`src/rtl/uart_crc_pkg.sv`:
```
// Shared state encoding and the byte-wise CRC step for the UART CRC framer.
package uart_crc_pkg;

  typedef enum logic [2:0] {
    IDLE   = 3'd0,
    START  = 3'd1,
    DATA   = 3'd2,
    PARITY = 3'd3,
    STOP   = 3'd4,
    WAIT   = 3'd5
  } tx_state_e;

  // MSB-first, non-reflected CRC over one byte; width is 8, 16 or 32.
  function automatic logic [31:0] crc_next_byte(input logic [31:0] crc,
                                                input logic [7:0]  data,
                                                input logic [31:0] poly,
                                                input int          width);
    logic [31:0] c;
    logic [31:0] msb;
    msb = 32'h1 << (width - 1);
    c   = crc ^ (32'(data) << (width - 8));
    for (int i = 0; i < 8; i++) begin
      c = ((c & msb) != 32'h0) ? ((c << 1) ^ poly) : (c << 1);
    end
    return c & ((msb << 1) - 32'h1);
  endfunction

endpackage

```
`src/rtl/uart_baud_tick.sv`:
```
// Bit-period timer: one-cycle tick on the last clock of every DIV-clock bit.
// A sync restart realigns the period so a character never begins with a partial bit.
module uart_baud_tick #(
  parameter int DIV = 2
) (
  input  logic clk,
  input  logic reset,
  input  logic restart,
  output logic tick
);

  localparam int W = (DIV > 1) ? $clog2(DIV) : 1;

  logic [W-1:0] cnt;

  assign tick = (cnt == W'(DIV - 1));

  always_ff @(posedge clk or posedge reset) begin
    if (reset) begin
      cnt <= '0;
    end else if (restart || tick) begin
      cnt <= '0;
    end else begin
      cnt <= cnt + W'(1);
    end
  end

endmodule

```
`src/rtl/uart_crc_frame_tx.sv`:
```
// UART framer: payload bytes (valid/ready/last) go out 8N1/8N2 LSB first, then the CRC MSB byte first.
// s_ready only in IDLE/WAIT; optional even parity bit when UART_CRC_PARITY_EN is defined.
module uart_crc_frame_tx
  import uart_crc_pkg::*;
#(
  parameter int                   CLK_FREQ   = 50000000,
  parameter int                   BAUD_RATE  = 9600,
  parameter int                   CRC_WIDTH  = 16,
  parameter logic [CRC_WIDTH-1:0] CRC_POLY   = 'h1021,
  parameter logic [CRC_WIDTH-1:0] CRC_INIT   = 'hFFFF,
  parameter logic [CRC_WIDTH-1:0] CRC_XOROUT = 'h0000,
  parameter int                   STOP_BITS  = 1
) (
  input  logic                 clk,
  input  logic                 reset,
  input  logic [7:0]           s_data,
  input  logic                 s_valid,
  input  logic                 s_last,
  output logic                 s_ready,
  output logic                 tx_out,
  output logic                 tx_busy,
  output logic                 frame_done,
  output logic [CRC_WIDTH-1:0] crc_out
);

  localparam int DIV       = CLK_FREQ / BAUD_RATE;
  localparam int CRC_BYTES = CRC_WIDTH / 8;

  localparam logic [2:0] S_IDLE   = IDLE;
  localparam logic [2:0] S_START  = START;
  localparam logic [2:0] S_DATA   = DATA;
`ifdef UART_CRC_PARITY_EN
  localparam logic [2:0] S_PARITY = PARITY;
`endif
  localparam logic [2:0] S_STOP   = STOP;
  localparam logic [2:0] S_WAIT   = WAIT;

  logic [2:0]           state;
  logic [7:0]           tx_byte;
  logic [2:0]           bit_cnt;
  logic                 stop_cnt;
  logic                 is_last;
  logic                 in_crc;
  logic [1:0]           crc_idx;
  logic [CRC_WIDTH-1:0] crc;

  logic                 tick;
  logic                 accept;
  logic                 stop_last;
  logic                 stop_end;
  logic                 chain;
  logic                 restart;
  logic [CRC_WIDTH-1:0] crc_fin;
  logic [1:0]           crc_idx_n;
  logic [7:0]           crc_byte_nxt;

  assign s_ready   = (state == S_IDLE) || (state == S_WAIT);
  assign tx_busy   = (state != S_IDLE);
  assign accept    = s_valid && s_ready;
  assign stop_last = (stop_cnt == 1'(STOP_BITS - 1));
  assign stop_end  = (state == S_STOP) && tick && stop_last;
  assign crc_fin   = crc ^ CRC_XOROUT;

  // Another character follows without a gap: first CRC byte after the last payload, or more CRC bytes.
  assign chain   = stop_end && ((!in_crc && is_last) ||
                                (in_crc && (int'(crc_idx) != CRC_BYTES - 1)));
  assign restart = accept || chain;

  always_comb begin
    crc_idx_n    = in_crc ? (crc_idx + 2'd1) : 2'd0;
    crc_byte_nxt = 8'h00;
    for (int i = 0; i < CRC_BYTES; i++) begin
      if (int'(crc_idx_n) == i) begin
        crc_byte_nxt = crc_fin[CRC_WIDTH-1-8*i -: 8];
      end
    end
  end

  uart_baud_tick #(
    .DIV(DIV)
  ) u_baud (
    .clk    (clk),
    .reset  (reset),
    .restart(restart),
    .tick   (tick)
  );

  always_ff @(posedge clk or posedge reset) begin
    if (reset) begin
      state      <= S_IDLE;
      tx_out     <= 1'b1;
      tx_byte    <= 8'h00;
      bit_cnt    <= 3'd0;
      stop_cnt   <= 1'b0;
      is_last    <= 1'b0;
      in_crc     <= 1'b0;
      crc_idx    <= 2'd0;
      crc        <= CRC_INIT;
      crc_out    <= '0;
      frame_done <= 1'b0;
    end else begin
      frame_done <= 1'b0;
      case (state)
        S_IDLE, S_WAIT: begin
          if (accept) begin
            state   <= S_START;
            tx_out  <= 1'b0;
            tx_byte <= s_data;
            is_last <= s_last;
            in_crc  <= 1'b0;
            crc     <= CRC_WIDTH'(crc_next_byte(32'(crc), s_data, 32'(CRC_POLY), CRC_WIDTH));
          end
        end
        S_START: begin
          if (tick) begin
            state   <= S_DATA;
            bit_cnt <= 3'd0;
            tx_out  <= tx_byte[0];
          end
        end
        S_DATA: begin
          if (tick) begin
            if (bit_cnt == 3'd7) begin
`ifdef UART_CRC_PARITY_EN
              state    <= S_PARITY;
              tx_out   <= ^tx_byte;
`else
              state    <= S_STOP;
              tx_out   <= 1'b1;
              stop_cnt <= 1'b0;
`endif
            end else begin
              bit_cnt <= bit_cnt + 3'd1;
              tx_out  <= tx_byte[bit_cnt + 3'd1];
            end
          end
        end
`ifdef UART_CRC_PARITY_EN
        S_PARITY: begin
          if (tick) begin
            state    <= S_STOP;
            tx_out   <= 1'b1;
            stop_cnt <= 1'b0;
          end
        end
`endif
        S_STOP: begin
          if (tick) begin
            if (!stop_last) begin
              stop_cnt <= 1'b1;
            end else if (chain) begin
              state   <= S_START;
              tx_out  <= 1'b0;
              tx_byte <= crc_byte_nxt;
              in_crc  <= 1'b1;
              crc_idx <= crc_idx_n;
            end else if (in_crc) begin
              state      <= S_IDLE;
              frame_done <= 1'b1;
              crc_out    <= crc_fin;
              crc        <= CRC_INIT;
              in_crc     <= 1'b0;
            end else begin
              state <= S_WAIT;
            end
          end
        end
        default: begin
          state  <= S_IDLE;
          tx_out <= 1'b1;
        end
      endcase
    end
  end

endmodule

```
`config.mk`:
```
export PLATFORM = sky130hd
export DESIGN_NAME = uart_crc_frame_tx
export DESIGN_NICKNAME = d
export VERILOG_FILES = /design/src/rtl/uart_crc_pkg.sv /design/src/rtl/uart_baud_tick.sv /design/src/rtl/uart_crc_frame_tx.sv
export SDC_FILE = /design/constraint.sdc
export NUM_CORES = 1
export LEC_CHECK = 0
export BUFFER_PORTS_ARGS = -buffer_cell sky130_fd_sc_hd__buf_2
export CAP_MARGIN = 0
export CORE_MARGIN = 8
export CORE_UTILIZATION = 51
export DETAILED_ROUTE_END_ITERATION = 8
export MAX_ROUTING_LAYER = met4
export PLACE_DENSITY = 0.7
export SYNTH_ARGS = -nofsm -noshare
export SYNTH_HDL_FRONTEND = slang
export SYNTH_HIERARCHICAL = 1
export SYNTH_SLANG_ARGS = --single-unit
export TNS_END_PERCENT = 20
```
`constraint.sdc`:
```
create_clock -name clk -period 3.15 [get_ports clk]
set_input_delay 0.315 -clock clk [delete_from_list [all_inputs] [get_ports clk]]
set_output_delay 0.315 -clock clk [all_outputs]
set_load 0.05 [all_outputs]
```
==> metrics.yaml <==
power:
  finalPower_mw: 3.22
  powerDensity_nw_per_um2: 855
  ir_worst_vdd_mv: 0.470
  leakage_nw: 1.67
logic_synthesis:
  synth_edf_count: 0
  yosys-mux-area-fraction_pct: 11.2
  synth_top_flop_cell: "dfrtp_1"
  synth_compound_area_share_pct: 15.5
  synth_warnings: 6
  postSynthNetCount: 314
  synth_cells: 298
  synth_area_leaders: "dfrtp_1 35%, dfstp_2 13%, mux2_2 9.6%, a2bb2oi_1 4.1%, xnor2_1 3.9%"
  syn_area_sq_um: 3400
  yosysTopAreaCellShare_pct: 35.4
  ys_seq_area_share_pct: 48.5
  yosys_register_bits: 65
  synth_common_cells: "48 x dfrtp_1, 29 x mux2_2, 27 x nor2_1"
  synth_cell_types: 55
  synth_fa_ha_area_share_pct: 1.47
  yosys.area_share.simple_pct: 12.4
  yosysTopAreaCell: "dfrtp_1"
  synth-async-reset-ratio_pct: 100
  avgSynthCellArea_sq_um: 11.4
  synth_most_common_cell: "dfrtp_1"
  synth_top_family_by_area: "compound AO/OA/AOI/OAI gates"
  synth_xor_area_share_pct: 7.22
grt:
  grt_pass1_vias: 2396
  grt_max_degree: 49
  grt_pass1_wl_mm: 11.5
  gr-total-overflow: 0
  grt_antenna_before_repair: 0
  grtUsageTotal_pct: 15.1
route:
  route.detailed.drc: 0
  viasPerCell: 5.86
  drt_iter0_markers: 79
  dr.pass1.iters: 5
  vias: 2410
  wire_per_inst_um: 16.6
  wirelength_mm: 6.84
  antenna_left: 0
timing:
  max_slew_margin_pct: 34.5
  finalHoldViolations: 0
  period_needed_ns: 2.76
  fin_tns_setup_ns: 0
  slew_violations: 0
  setup_violations: 0
  rsz0062_at_grt: "no"
  clock_skew_ns: 0.00697
  tightest_slew_ns: 0.982
  setup_ws_ns: 0.387
  fmax_mhz: 362
  post-route-period-util_pct: 87.7
floorplan:
  ios: 32
  row_count: 29
  die_area_sq_um: 9530
  core-area_sq_um: 6390
  die_x_um: 97.6
  start_util_pct: 53.2
  fp.dieH_um: 97.6
layout:
  regArea_sq_um: 1650
  drive_gt1_share_pct: 32.0
  area_growth_pct: 11.0
  nFillCells: 543
  multi_input_area_sq_um: 1630
  num_antenna_cells: 0
  final_nets: 345
clock_network:
  cts_buffer_depth: 2
  clock_latency_ns: 0.34
  clockRootBuffer: "clkbuf_8"
  cts_setup_buffers: 0
  cts_made_buffers: 9
  cts.sinks: 65
  cts_tree: "built"
  postCtsHoldBufs: 0
  htree_levels: 3
  clk_pin_slew_ns: 0.07
  ctsResizeCount: 0
worst_setup_path:
  worstSetupPathType: "reg -> reg"
  crit_buf_inv: 0
  crit_fanout: 11
  reg2reg_from: "u_baud/cnt[0]"
  end_kind: "flop"
  r2r_end: "u_baud/cnt[4]"
  r2r_setup_slack_ns: 0.39
  slowest_stage: "a211oi_4"
  crit_chain: "ha_1, and4_1, and3_1, mux2i_1, o21a_4, a211oi_4, a31o_2, nor2_1"
  critPathRequiredTime_ns: 3.37
  slowest_delay_ns: 0.52
  start_kind: "flop"
  r2r_cells: 8
  critical_path_arrival_ns: 2.99
  crit_family: "compound AO/OA/AOI/OAI gates"
place:
  gp_congestion: 0.779
  io_buffer_count: 31
  place_ws_ns: 0.408
  dpl.hpwl_mm: 4.79
job:
  cap_violations: 0
worst_hold_path:
  hold_path_class: "in -> async"
status:
  outcome: "finished clean"
==> worst reg2reg max path: stages, from the launching register on <==
cell and delay, ns:
dfrtp_1 0.41, ha_1 0.24, and4_1 0.23, and3_1 0.39
mux2i_1 0.18, o21a_4 0.26, a211oi_4 0.52, a31o_2 0.35
nor2_1 0.08
==> metal layers <==
layer  GRT usage [%]  part of all wire [%]  up-vias
met1            18.5                    46     1200
met3            3.20                   3.6       12
met5               -                     0        -
li1                -                     -     1151
met2            23.2                    49       47
met4            7.34                   1.9        0
==> flip-flops by register name, summed over array words and instances (netlist names) <==
signal	count
u_baud/cnt	13
tx_out	1
is_last	1
crc_idx	2
crc_out	16
in_crc	1
tx_byte	8
state	3
bit_cnt	3
crc	16
frame_done	1
==> final cells by class <==
class,count,area share [%]
inverters,10,0.995
clock inverters,4,1.19
repair buffers,35,4.91
clock buffers,12,3.58
multi-input cells,208,43.1
well taps,77,2.55
flip-flops and latches,65,43.7
==> cell usage in the layout, fill, tap and decap left out, types with 2 or more instances in the layout <==
cell type   n
dfrtp_1    48
buf_2      31
mux2_2     29
nor2_1     27
dfstp_2    17
a2bb2oi_1  16
xnor2_1    15
xor2_1     13
o21ai_0    12
a21oi_1    12
inv_1       9
clkbuf_8    9
a221oi_1    8
nand3_1     7
nand2_1     5
or4_1       5
or3_1       5
ha_1        4
buf_4       4
o31ai_1     4
nor2b_1     3
o21ai_1     3
nand2b_1    3
and3_1      3
nor3_1      3
clkbuf_1    3
clkinv_2    3
mux2i_1     2
a211oi_4    2
o21a_1      2
==> metrics by stage <==
step,instances,hold slack [ns],util (%),cell area (sq um)
after floorplan,298,0.192,-,3400
after global placement,395,0.374,56.3,3590
after detailed placement,395,0.386,56.3,3590
after CTS,411,0.0145,59.1,3770
after global routing,411,0.0525,59.1,3770
final,411,0.00495,59.1,3770
==> how the worst max path moves through the flow <==
| stage | from | endpoint | slack [ns] | cells past startpoint |
|---|---|---|---|---|
| after floorplan | u_baud/cnt[5] | u_baud/cnt[3] | 0.80 | 8 |
| after global placement | u_baud/cnt[5] | u_baud/cnt[3] | 0.49 | 7 |
| after detailed placement | u_baud/cnt[0] | u_baud/cnt[3] | 0.41 | 8 |
| after CTS | u_baud/cnt[0] | u_baud/cnt[4] | 0.40 | 8 |
| after global routing | u_baud/cnt[5] | u_baud/cnt[8] | 0.20 | 7 |
| final | u_baud/cnt[0] | u_baud/cnt[4] | 0.39 | 8 |
==> cell families after synthesis <==
group           count (synthesis)
simple gates                   73
compound gates                 70
flops                          65
mux                            33
xor+xnor                       28
buf+inv                        25
fa+ha+maj                       4
==> report_power, final <==
| part | total, mW | switching, mW | internal [mW] | leakage, nW |
|---|---|---|---|---|
| Clock | 0.671 | 0.309 | 0.362 | 0.0941 |
| Combinational | 1.19 | 0.614 | 0.574 | 0.761 |
| Sequential | 1.37 | 0.248 | 1.12 | 0.818 |
Note: power is estimated with default switching activity, not from simulation.
